File: src/rtl/fb_pkg.sv
// Shared types and helpers for the framebuffer multi-buffer manager.
// The FB_DROP_COUNT_EN build option is handled in fb_multibuffer_manager.
package fb_pkg;

  typedef enum logic [1:0] {
    IDLE  = 2'd0,
    SWAP  = 2'd1,
    CLEAR = 2'd2,
    DONE  = 2'd3
  } fb_state_e;

  function automatic int fb_words(input int w, input int h, input int ppw);
    return (w * h) / ppw;
  endfunction

endpackage

File: src/rtl/pulse_sync_edge.sv
// Two-flop synchroniser plus a registered rising-edge strobe for slow
// level pulses entering the system clock domain.
module pulse_sync_edge (
  input  logic clk,
  input  logic resetn,
  input  logic async_in,
  output logic strobe
);

  logic sync1_q, sync1_d;
  logic sync2_q, sync2_d;
  logic edge_q, edge_d;
  logic strobe_q, strobe_d;

  always_comb begin
    sync1_d  = async_in;
    sync2_d  = sync1_q;
    edge_d   = sync2_q;
    strobe_d = sync2_q & ~edge_q;
  end

  always_ff @(posedge clk or negedge resetn) begin
    if (!resetn) begin
      sync1_q  <= 1'b0;
      sync2_q  <= 1'b0;
      edge_q   <= 1'b0;
      strobe_q <= 1'b0;
    end else begin
      sync1_q  <= sync1_d;
      sync2_q  <= sync2_d;
      edge_q   <= edge_d;
      strobe_q <= strobe_d;
    end
  end

  assign strobe = strobe_q;

endmodule

File: src/rtl/fb_multibuffer_manager.sv
// Framebuffer rotation and clear controller: swaps buffers on a frame event once a frame is drawn,
// then clears the new draw buffer. Define FB_DROP_COUNT_EN to add the frames_dropped counter.
module fb_multibuffer_manager
  import fb_pkg::*;
#(
  parameter  int SCREEN_WIDTH    = 640,
  parameter  int SCREEN_HEIGHT   = 480,
  parameter  int PIXEL_WIDTH     = 1,
  parameter  int PIXELS_PER_WORD = 4,
  parameter  int NUM_BUFFERS     = 2,
  localparam int WORDS           = fb_words(SCREEN_WIDTH, SCREEN_HEIGHT, PIXELS_PER_WORD),
  localparam int ADDR_WIDTH      = $clog2(WORDS),
  localparam int SEL_WIDTH       = $clog2(NUM_BUFFERS)
) (
  input  logic                                   clk,
  input  logic                                   resetn,
  input  logic                                   frame_pulse,
  input  logic                                   draw_done,
  input  logic [PIXEL_WIDTH-1:0]                 clear_color,
  input  logic                                   pixel_wr_ready,
  output logic [ADDR_WIDTH-1:0]                  pixel_addr,
  output logic [PIXEL_WIDTH*PIXELS_PER_WORD-1:0] pixel_data,
  output logic                                   pixel_wr_en,
  output logic                                   clearing_framebuffer,
  output logic [SEL_WIDTH-1:0]                   draw_sel,
  output logic [SEL_WIDTH-1:0]                   display_sel,
  output logic                                   draw_ready,
  output logic                                   swap_done
`ifdef FB_DROP_COUNT_EN
  ,
  output logic [15:0]                            frames_dropped
`endif
);

  localparam logic [ADDR_WIDTH-1:0] LAST_ADDR = ADDR_WIDTH'(WORDS - 1);
  localparam logic [SEL_WIDTH-1:0]  LAST_SEL  = SEL_WIDTH'(NUM_BUFFERS - 1);

  fb_state_e                state_q, state_d;
  logic [ADDR_WIDTH-1:0]    addr_q, addr_d;
  logic [PIXEL_WIDTH-1:0]   color_q, color_d;
  logic [SEL_WIDTH-1:0]     draw_sel_q, draw_sel_d;
  logic [SEL_WIDTH-1:0]     display_sel_q, display_sel_d;
  logic                     wr_en_q, wr_en_d;
  logic                     clearing_q, clearing_d;
  logic                     swap_done_q, swap_done_d;
  logic                     draw_ready_q, draw_ready_d;
  logic                     pending_q, pending_d;
  logic                     frame_evt;

  pulse_sync_edge u_frame_sync (
    .clk      (clk),
    .resetn   (resetn),
    .async_in (frame_pulse),
    .strobe   (frame_evt)
  );

  always_comb begin
    state_d       = state_q;
    addr_d        = addr_q;
    color_d       = color_q;
    draw_sel_d    = draw_sel_q;
    display_sel_d = display_sel_q;
    wr_en_d       = wr_en_q;
    clearing_d    = clearing_q;
    swap_done_d   = 1'b0;
    pending_d     = pending_q;

    case (state_q)
      IDLE: begin
        if (frame_evt && pending_q) begin
          state_d       = SWAP;
          display_sel_d = draw_sel_q;
          draw_sel_d    = (draw_sel_q == LAST_SEL) ? '0 : draw_sel_q + SEL_WIDTH'(1);
          addr_d        = '0;
          color_d       = clear_color;
          clearing_d    = 1'b1;
        end
      end
      SWAP: begin
        state_d = CLEAR;
        wr_en_d = 1'b1;
      end
      CLEAR: begin
        // A stalled word keeps its address; the last accepted word ends the clear without wrapping.
        if (wr_en_q && pixel_wr_ready) begin
          if (addr_q == LAST_ADDR) begin
            state_d     = DONE;
            wr_en_d     = 1'b0;
            clearing_d  = 1'b0;
            swap_done_d = 1'b1;
          end else begin
            addr_d = addr_q + ADDR_WIDTH'(1);
          end
        end
      end
      DONE: begin
        state_d = IDLE;
      end
      default: begin
        state_d = IDLE;
      end
    endcase

    if (draw_done && draw_ready_q) pending_d = 1'b1;
    if (state_d == SWAP) pending_d = 1'b0;
    draw_ready_d = (state_d == IDLE) && !pending_d;
  end

  always_ff @(posedge clk or negedge resetn) begin
    if (!resetn) begin
      state_q       <= IDLE;
      addr_q        <= '0;
      color_q       <= '0;
      draw_sel_q    <= SEL_WIDTH'(1);
      display_sel_q <= '0;
      wr_en_q       <= 1'b0;
      clearing_q    <= 1'b0;
      swap_done_q   <= 1'b0;
      draw_ready_q  <= 1'b0;
      pending_q     <= 1'b0;
    end else begin
      state_q       <= state_d;
      addr_q        <= addr_d;
      color_q       <= color_d;
      draw_sel_q    <= draw_sel_d;
      display_sel_q <= display_sel_d;
      wr_en_q       <= wr_en_d;
      clearing_q    <= clearing_d;
      swap_done_q   <= swap_done_d;
      draw_ready_q  <= draw_ready_d;
      pending_q     <= pending_d;
    end
  end

`ifdef FB_DROP_COUNT_EN
  logic [15:0] drop_cnt_q, drop_cnt_d;

  // Any frame event that does not start a swap is a repeated frame.
  always_comb begin
    drop_cnt_d = drop_cnt_q;
    if (frame_evt && !((state_q == IDLE) && pending_q) && (drop_cnt_q != 16'hFFFF))
      drop_cnt_d = drop_cnt_q + 16'd1;
  end

  always_ff @(posedge clk or negedge resetn) begin
    if (!resetn) drop_cnt_q <= 16'd0;
    else         drop_cnt_q <= drop_cnt_d;
  end

  assign frames_dropped = drop_cnt_q;
`endif

  assign pixel_addr           = addr_q;
  assign pixel_data           = {PIXELS_PER_WORD{color_q}};
  assign pixel_wr_en          = wr_en_q;
  assign clearing_framebuffer = clearing_q;
  assign draw_sel             = draw_sel_q;
  assign display_sel          = display_sel_q;
  assign draw_ready           = draw_ready_q;
  assign swap_done            = swap_done_q;

endmodule
File: config.mk
export PLATFORM = sky130hd
export DESIGN_NAME = fb_multibuffer_manager
export DESIGN_NICKNAME = d
export VERILOG_FILES = /design/src/rtl/fb_pkg.sv /design/src/rtl/pulse_sync_edge.sv /design/src/rtl/fb_multibuffer_manager.sv
export SDC_FILE = /design/constraint.sdc
export NUM_CORES = 1
export LEC_CHECK = 0
export ABC_AREA = 1
export CORE_UTILIZATION = 47
export CTS_CLUSTER_DIAMETER = 60
export DETAILED_ROUTE_END_ITERATION = 10
export PLACE_DENSITY = 0.78
export SLEW_MARGIN = 20
export SYNTH_ARGS = -nofsm -noshare
export SYNTH_HDL_FRONTEND = slang
export SYNTH_SLANG_ARGS = --single-unit
File: constraint.sdc
create_clock -name clk -period 1.8 [get_ports clk]
set_input_delay 0.18 -clock clk [delete_from_list [all_inputs] [get_ports clk]]
set_output_delay 0.18 -clock clk [all_outputs]
set_load 0.03 [all_outputs]
Word-level counts from Yosys, hierarchy flattened. Cells that the tools add are included.

Add/sub/neg operators: 2. Equality and inequality tests: 9. Mux-type cells: 19. Bitwise logic cells: 2. Reduce and logical (&&, ||, !) cells: 13.

Operators with widths (number): 2-to-1 mux 17 bit (3); case mux 17 bit (2 select lines) (1); adder 17 x 1 -> 17 bit (second input constant) (1); equality test 17 bit (second input constant) (1); 2-to-1 mux 1 bit (9); != test 2 bit (second input constant) (4); case mux 2 bit (4 select lines) (1); AND reduction 4 bit (2); 2-to-1 mux 2 bit (3); equality test 2 x 1 -> 1 bit (second input constant) (2); equality test 2 bit (second input constant) (2); logical AND 1 bit (4); zero test 2 bit (2); case mux 1 bit (2 select lines) (2); nonzero test 2 bit (2); AND reduction 3 bit (1); AND reduction 2 bit (1); adder 1 bit (second input constant) (1); bitwise AND 1 bit (1); zero test 1 bit (1); NOT 1 bit (1).

Register bits after elaboration: 31. Bits of input ports: 6. Output and inout port bits: 27. Logic and storage cells: 59.

Logic depth before layout (Yosys ltp). Gate-level depths: netlist (run 1).

Depth after elaboration: 8. Mapped depth: 12.

By module. A second synthesis (run 1) with hierarchy kept.

Cell total of the unflattened synthesis: 239. Area, all modules: 1843.0 µm².

Modules (own cells, without submodules): fb_multibuffer_manager (instances 1, cells each 233, area an instance 1732.9 µm²); pulse_sync_edge (instances 1, cells each 6, area an instance 110.1 µm²).

Worst setup path before layout (run 1). No wires, ideal clock.

Path type: reg-to-reg. Start: reg addr_q[1], in the netlist pixel_addr[1]. End: reg addr_q[3], in the netlist pixel_addr[3]. Arrival time: 1634 ps. Path slack: 92 ps. Cell stages (with the launch flop): 11. Path buffers: 1. Clock period less this slack: 1708 ps. Cells stage by stage: dfrtp_1 -> ha_1 -> nand3_2 -> nor2_4 -> nand2_2 -> nor2_4 -> nor2_4 -> inv_8 -> buf_12 -> nand2_1 -> o21ai_2.

Word-level cells in the longest chain between the ends: 4. Elaborated cells between the ends (all ways): 7.

Ends and longest elaborated chain: start: declaration (RTL line fb_multibuffer_manager.sv:39) `logic [ADDR_WIDTH-1:0] addr_q, addr_d;`; start signal: assignment (RTL line fb_multibuffer_manager.sv:123) `addr_q <= addr_d;`; adder 17 x 1 -> 17 bit (RTL line fb_multibuffer_manager.sv:92) `addr_d = addr_q + ADDR_WIDTH'(1);`; 2-to-1 mux 17 bit (RTL line fb_multibuffer_manager.sv:86) `if (addr_q == LAST_ADDR) begin`; 2-to-1 mux 17 bit (RTL line fb_multibuffer_manager.sv:85) `if (wr_en_q && pixel_wr_ready) begin`; case mux 17 bit (2 select lines) (RTL line fb_multibuffer_manager.sv:68) `case (state_q)`.

Parallel ways exist; a longest one is shown, timed or not. The select of a mux whose other input is x is not followed. A chain may end at the register's enable or synchronous reset.

Worst setup path after layout (run 1).
Start: reg addr_q[12], in the netlist pixel_addr[12]. End: out pixel_addr[12].

RTL lines: end: declaration (RTL line fb_multibuffer_manager.sv:21) `output logic [ADDR_WIDTH-1:0] pixel_addr,`.

No word-level cell between the ends.

==> results.cfg, run 1 <==
[status]
status = completed

[timing]
hold_violations = 0
finClkSkew_ps = 8.00
finalSetupViolCount = 0
slew_headroom_pct = 74.5
finalSetupTns_ps = 0
grt_setup_unrepaired = no
fin_crit_ps = 1690
min_period_over_period_pct = 93.7
fmax_mhz = 593
worstMarginPinSlew_ps = 382
slew_viol_final = 0
whs_ps = 282

[global_route]
grt_max_degree = 32
antenna_found_initial = 0
gr-usage-met3_pct = 4.69
grt_pass1_vias = 1517
busiest_layer = met2
grt_pass1_wl_um = 6800
met1_usage_pct = 27.5
grt-ovfl-total = 0
grtUsageMet2_pct = 33.9
grtUsageTotal_pct = 21.0

[clock_network]
path_clk_slew_ps = 70
htree_levels = 2
insertion_delay_ps = 290
cts_tree = done
cts_root_buf = clkbuf_8
cts_sinks = 31
cts.path.max_buffers = 2
numCtsBuffers = 5

[layout]
final_nets = 288
syn2layout_area_growth_pct = 25.8
fillers = 355
diodes = 0
drive_above_1_share_pct = 18.6
instances_no_fill = 327
design_area_um2 = 2370

[flow_run]
drv_cap = 0

[placed_design]
place_area_um2 = 2230
place_hpwl_um = 2850
place.gp.congestion = 0.891
portBuffers = 32
placed_cells = 317

[logic_synthesis]
synthDistinctLibCells = 27
ys_seq_area_share_pct = 41.3
synth_compound_area_share_pct = 9.10
synthCells = 239
syn_area_um2 = 1880
yosysWarningCount = 0
yosys.area_share.simple_pct = 34.8
syn_nets = 249
synth_top_family_by_area = simple AND/OR/NAND/NOR gates
synthMuxAreaShare_pct = 0
synth_adder_area_share_pct = 2.66
syn_avg_cell_area_um2 = 7.88
synth-seq-cells = 31
synth_xor_area_share_pct = 2.33

[critical_path]
critical_path.top_delay_family = buffers and inverters
cp_max_fo = 7
worst_setup_path_start_kind = flop
critPathBufInv = 1
cp_slowest_stage_delay_ps = 730
worstSetupPathType = flop to output port
required_ps = 1620
arrival_ps = 1510
path_cells = clkdlybuf4s50_1
crit_slowest_cell = clkdlybuf4s50_1
reg2reg_depth = 8
path_depth = 1
end_kind = output port

[power]
power.density_nw_per_um2 = 1300
p_leak_nw = 1.07
finalPower_mw = 3.08
vdd_drop_max_mv = 0.773

[die]
die-area_um2 = 4260
core.rowCount = 22
die_h_um = 65.3
start_util_pct = 50.3
floorplan.io_pins = 33
dieWidth_um = 65.3
core_um2 = 3740

[drt]
drtIter0Drc = 104
drc_errors = 0
wl_per_cell_um = 12.4
vias_per_cell = 5.01
ant_nets = 0
drt-pass1-iter-count = 4
vias = 1638
wl_um = 4070

[hold_path]
hold_path.class = input port to async pin
==> worst reg2reg max path, delay by kind of cell (launching register included) <==
family,cells,cell delay (ps)
compound gates,2,150
fa+ha+maj,1,290
buf+inv,2,220
flops,1,370
simple gates,3,530
==> power breakdown <==
group          switching [mW]  total [mW]  internal [mW]
Clock                   0.269       0.717          0.448
Sequential             0.0969       0.921          0.824
Combinational           0.948        1.45          0.497
==> cells in the final DEF, fill, tap and decap left out <==
cell             count
a21oi_1              4
and2_0               1
clkdlybuf4s50_1     32
or2_2                3
and2_1               1
xor2_1               5
a21boi_2             1
buf_4                6
ha_2                 1
inv_1               24
nor2_4               3
clkinv_8             1
o21ai_2              9
bufinv_16            1
o21ai_0              2
nor2_1              29
clkbuf_8             6
o211ai_4             1
nand3_2              1
nand3_1             22
nor2_2               2
nand4_1              5
nand2_1             65
dfrtp_1             30
clkinv_2             1
inv_6                1
o21bai_1             4
nand2_2             13
ha_1                 3
inv_2                1
dfstp_2              1
==> metal layers <==
layer,vias to the layer above,share of wire (%)
li1,833,-
met1,762,48
met2,36,46
met3,7,4.1
met4,0,1.5
met5,-,0
==> stage by stage <==
stage	worst slack, ps	util [%]
after floorplan	92.4	-
after global placement	167	59.5
after detailed placement	87.7	59.5
after CTS	66.6	62.6
after global routing	15.2	63.3
final	114	63.3
==> cell families after synthesis <==
kind of cell	Yosys count
and+or+nand+nor	144
DFF	31
adders and majority gates	4
AOI/OAI and AO/OA	21
xor gates and xnor gates	5
buffers and inverters	34
==> synth_stat cells <==
| cell | instances | area (um2) |
|---|---|---|
| inv_8 | 1 | 11.3 |
| ha_1 | 4 | 50.1 |
| and2_0 | 1 | 6.26 |
| nand2_1 | 66 | 248 |
| clkbuf_1 | 1 | 3.75 |
| inv_2 | 1 | 3.75 |
| dfstp_2 | 1 | 26.3 |
| xor2_1 | 5 | 43.8 |
| nand2_2 | 12 | 75.1 |
| nor2_2 | 1 | 6.26 |
| a21boi_2 | 1 | 11.3 |
| o211ai_4 | 1 | 21.3 |
| dfrtp_1 | 30 | 751 |
| buf_4 | 5 | 37.5 |
| o21ai_0 | 2 | 10.0 |
| o21bai_1 | 4 | 30.0 |
| nand4_1 | 5 | 31.3 |
| inv_1 | 24 | 90.1 |
| buf_12 | 2 | 40.0 |
| nor2_1 | 29 | 109 |
| nor2_4 | 3 | 33.8 |
| and2_1 | 1 | 6.26 |
| or2_2 | 3 | 18.8 |
| o21ai_2 | 9 | 78.8 |
| nand3_2 | 1 | 10.0 |
| a21oi_1 | 4 | 20.0 |
| nand3_1 | 22 | 110 |
==> sequential cells by signal, indices dropped and copies added, names as in the netlist <==
name and flops:
pixel_addr 17, state_q 2, clearing_framebuffer 1, color_q 1
display_sel 1, draw_ready 1, draw_sel 1, pending_q 1
pixel_wr_en 1, swap_done 1, u_frame_sync.edge_d 1, u_frame_sync.edge_q 1
u_frame_sync.strobe 1, u_frame_sync.sync1_q 1
==> cell type report <==
| cell class | instances | area, um2 | share of cell area (%) |
|---|---|---|---|
| Multi-Input combinational cell | 175 | 931 | 39.3 |
| Timing Repair Buffer | 38 | 365 | 15.4 |
| Clock inverter | 2 | 35.0 | 1.48 |
| Sequential cell | 31 | 777 | 32.8 |
| Tap cell | 48 | 60.1 | 2.53 |
| Timing Repair inverter | 1 | 8.76 | 0.370 |
| Clock buffer | 6 | 82.6 | 3.48 |
| Inverter | 26 | 110 | 4.65 |
==> what timing repair did <==
item / in CTS / in global routing
setup endpoints to repair: 0 / 18
setup buffers: 0 / 0
resized for setup: 0 / 3
hold buffers: 0 / 0
==> worst paths after layout <==
| check | slack [ps] | end | start |
|---|---|---|---|
| setup / recovery | 110 | pixel_addr[12] | pixel_addr[12]$_DFFE_PN0P_ |
| hold / removal | 280 | pixel_addr[6]$_DFFE_PN0P_ | resetn |
| setup reg to reg | 130 | pixel_addr[11]$_DFFE_PN0P_ | state_q[0]$_DFF_PN0_ |
| hold reg to reg | 350 | u_frame_sync.edge_d$_DFF_PN0_ | u_frame_sync.sync1_q$_DFF_PN0_ |
| max in group asynchronous | 1200 | draw_sel$_DFFE_PN1P_ | resetn |
| min in group clk | 340 | u_frame_sync.sync1_q$_DFF_PN0_ | frame_pulse |
(Power assumes the default switching activity.)
==> run 2, diff against run 1 <==
--- a/config.mk
+++ b/config.mk
@@ -7,7 +7,6 @@
 export LEC_CHECK = 0
 export ABC_AREA = 1
 export CORE_UTILIZATION = 47
-export CTS_CLUSTER_DIAMETER = 60
 export DETAILED_ROUTE_END_ITERATION = 10
 export PLACE_DENSITY = 0.78
 export SLEW_MARGIN = 20
==> results of run 2 <==
No change in the layout: final DEF, timing and power equal those of run 1.
==> run 3, diff against run 2 <==
--- a/config.mk
+++ b/config.mk
@@ -6,9 +6,9 @@
 export NUM_CORES = 1
 export LEC_CHECK = 0
 export ABC_AREA = 1
-export CORE_UTILIZATION = 47
+export CORE_UTILIZATION = 50
 export DETAILED_ROUTE_END_ITERATION = 10
-export PLACE_DENSITY = 0.78
+export PLACE_DENSITY = 0.79
 export SLEW_MARGIN = 20
 export SYNTH_ARGS = -nofsm -noshare
 export SYNTH_HDL_FRONTEND = slang
==> constraint.sdc (replaced) <==
create_clock -name clk -period 1.9 [get_ports clk]
set_input_delay 0.19 -clock clk [delete_from_list [all_inputs] [get_ports clk]]
set_output_delay 0.19 -clock clk [all_outputs]
set_load 0.03 [all_outputs]
==> results.cfg, run 3 (synthesized netlist as in run 1, its figures left out) <==
[status]
status = completed

[die]
die-area_um2 = 4020
start_util_pct = 54.3
core.rowCount = 21
dieWidth_um = 63.4
die_h_um = 63.4
floorplan.io_pins = 33
core_um2 = 3470

[timing]
hold_violations = 0
whs_ps = 284
grt_setup_unrepaired = no
finalSetupTns_ps = 0
finalSetupViolCount = 0
slew_viol_final = 0
layout_setup_ws_ps = 183
worstMarginPinSlew_ps = 385
slew_headroom_pct = 74.3
fin_crit_ps = 1720
finClkSkew_ps = 10.3
min_period_over_period_pct = 90.4
fmax_mhz = 582

[layout]
final_cell_mix = 66 x nand2_1, 32 x clkdlybuf4s50_1, 30 x dfrtp_1
design_area_um2 = 2330
largest_register_ffs = 17
final_util_pct = 67.2
diodes = 0
instances_no_fill = 322
syn2layout_area_growth_pct = 23.9
final_nets = 285
drive_above_1_share_pct = 17.4
final_common_cell = nand2_1

[clock_network]
numCtsBuffers = 5
cts_tree = done
path_clk_slew_ps = 70
htree_levels = 2
cts-hold-fix-buffers = 0
cts.path.max_buffers = 2
cts_root_buf = clkbuf_8
cts_sinks = 31
insertion_delay_ps = 290

[critical_path]
reg2reg_depth = 8
cp_max_fo = 24
required_ps = 2070
arrival_ps = 1890
end_kind = flop
worst_setup_path_start_kind = flop
worstSetupPathType = flop to flop

[placed_design]
place_hpwl_um = 2770
place.gp.congestion = 0.968
portBuffers = 32
place_area_um2 = 2220
dpl_worst_slack_ps = 164
placed_cells = 314

[global_route]
grt_pass1_wl_um = 6890
grt_max_degree = 32
grt_pass1_vias = 1539
antenna_found_initial = 0
grt-ovfl-total = 0
grtUsageTotal_pct = 22.1

[drt]
drt-pass1-iter-count = 4
vias_per_cell = 5.13
wl_um = 3870
ant_nets = 0
wl_per_cell_um = 12.0
vias = 1652
drc_errors = 0
drtIter0Drc = 93

[flow_run]
drv_cap = 0

[hold_path]
hold_path.class = input port to async pin

[power]
vdd_drop_max_mv = 0.671
p_leak_nw = 1.05
finalPower_mw = 2.82
power.density_nw_per_um2 = 1210
## run 3: what timing repair did
action / in CTS / in global routing
endpoints found under the setup margin: 0 / 16
gates resized for setup: 0 / 1
setup buffers: 0 / 0
## run 3: power breakdown
group          switching (mW)  total (mW)  leakage, nW  internal [mW]
clock network           0.263       0.653       0.0581          0.390
logic                   0.846        1.29        0.592          0.445
registers              0.0933       0.874        0.401          0.781
## run 3: area by class of cell
| cell class | count | area [um2] |
|---|---|---|
| Sequential cell | 31 | 777 |
| Clock buffer | 5 | 68.8 |
| Clock inverter | 3 | 43.8 |
| Timing Repair Buffer | 37 | 358 |
| Tap cell | 46 | 57.6 |
| Multi-Input combinational cell | 174 | 922 |
| Fill cell | 306 | 1140 |
| Inverter | 26 | 105 |
## run 3: final timing paths
path | start | endpoint | slack [ps]
min in group clk | frame_pulse | u_frame_sync.sync1_q$_DFF_PN0_ | 340
hold reg to reg | u_frame_sync.sync1_q$_DFF_PN0_ | u_frame_sync.edge_d$_DFF_PN0_ | 350
max in group asynchronous | resetn | draw_sel$_DFFE_PN1P_ | 1290
setup reg to reg | state_q[0]$_DFF_PN0_ | pixel_addr[14]$_DFFE_PN0P_ | 180
hold / removal | resetn | pixel_addr[6]$_DFFE_PN0P_ | 280
setup / recovery | state_q[0]$_DFF_PN0_ | pixel_addr[14]$_DFFE_PN0P_ | 180
## run 3: critical path: stages (launching register included)
cell,delay [ps]
dfrtp_1,370
inv_1,90
ha_1,280
nand2_1,180
o211ai_4,110
nor2_4,280
inv_8,140
nand2_2,90
o21ai_2,50
## run 3: routing by layer
layer | share of wire, % | global-route usage (%) | routed length (um)
met5 | 0 | 0 | 0
met4 | 1.2 | 8.52 | 46
met2 | 49 | 36.0 | 1890
met3 | 4.4 | 4.53 | 171
met1 | 45 | 28.7 | 1760
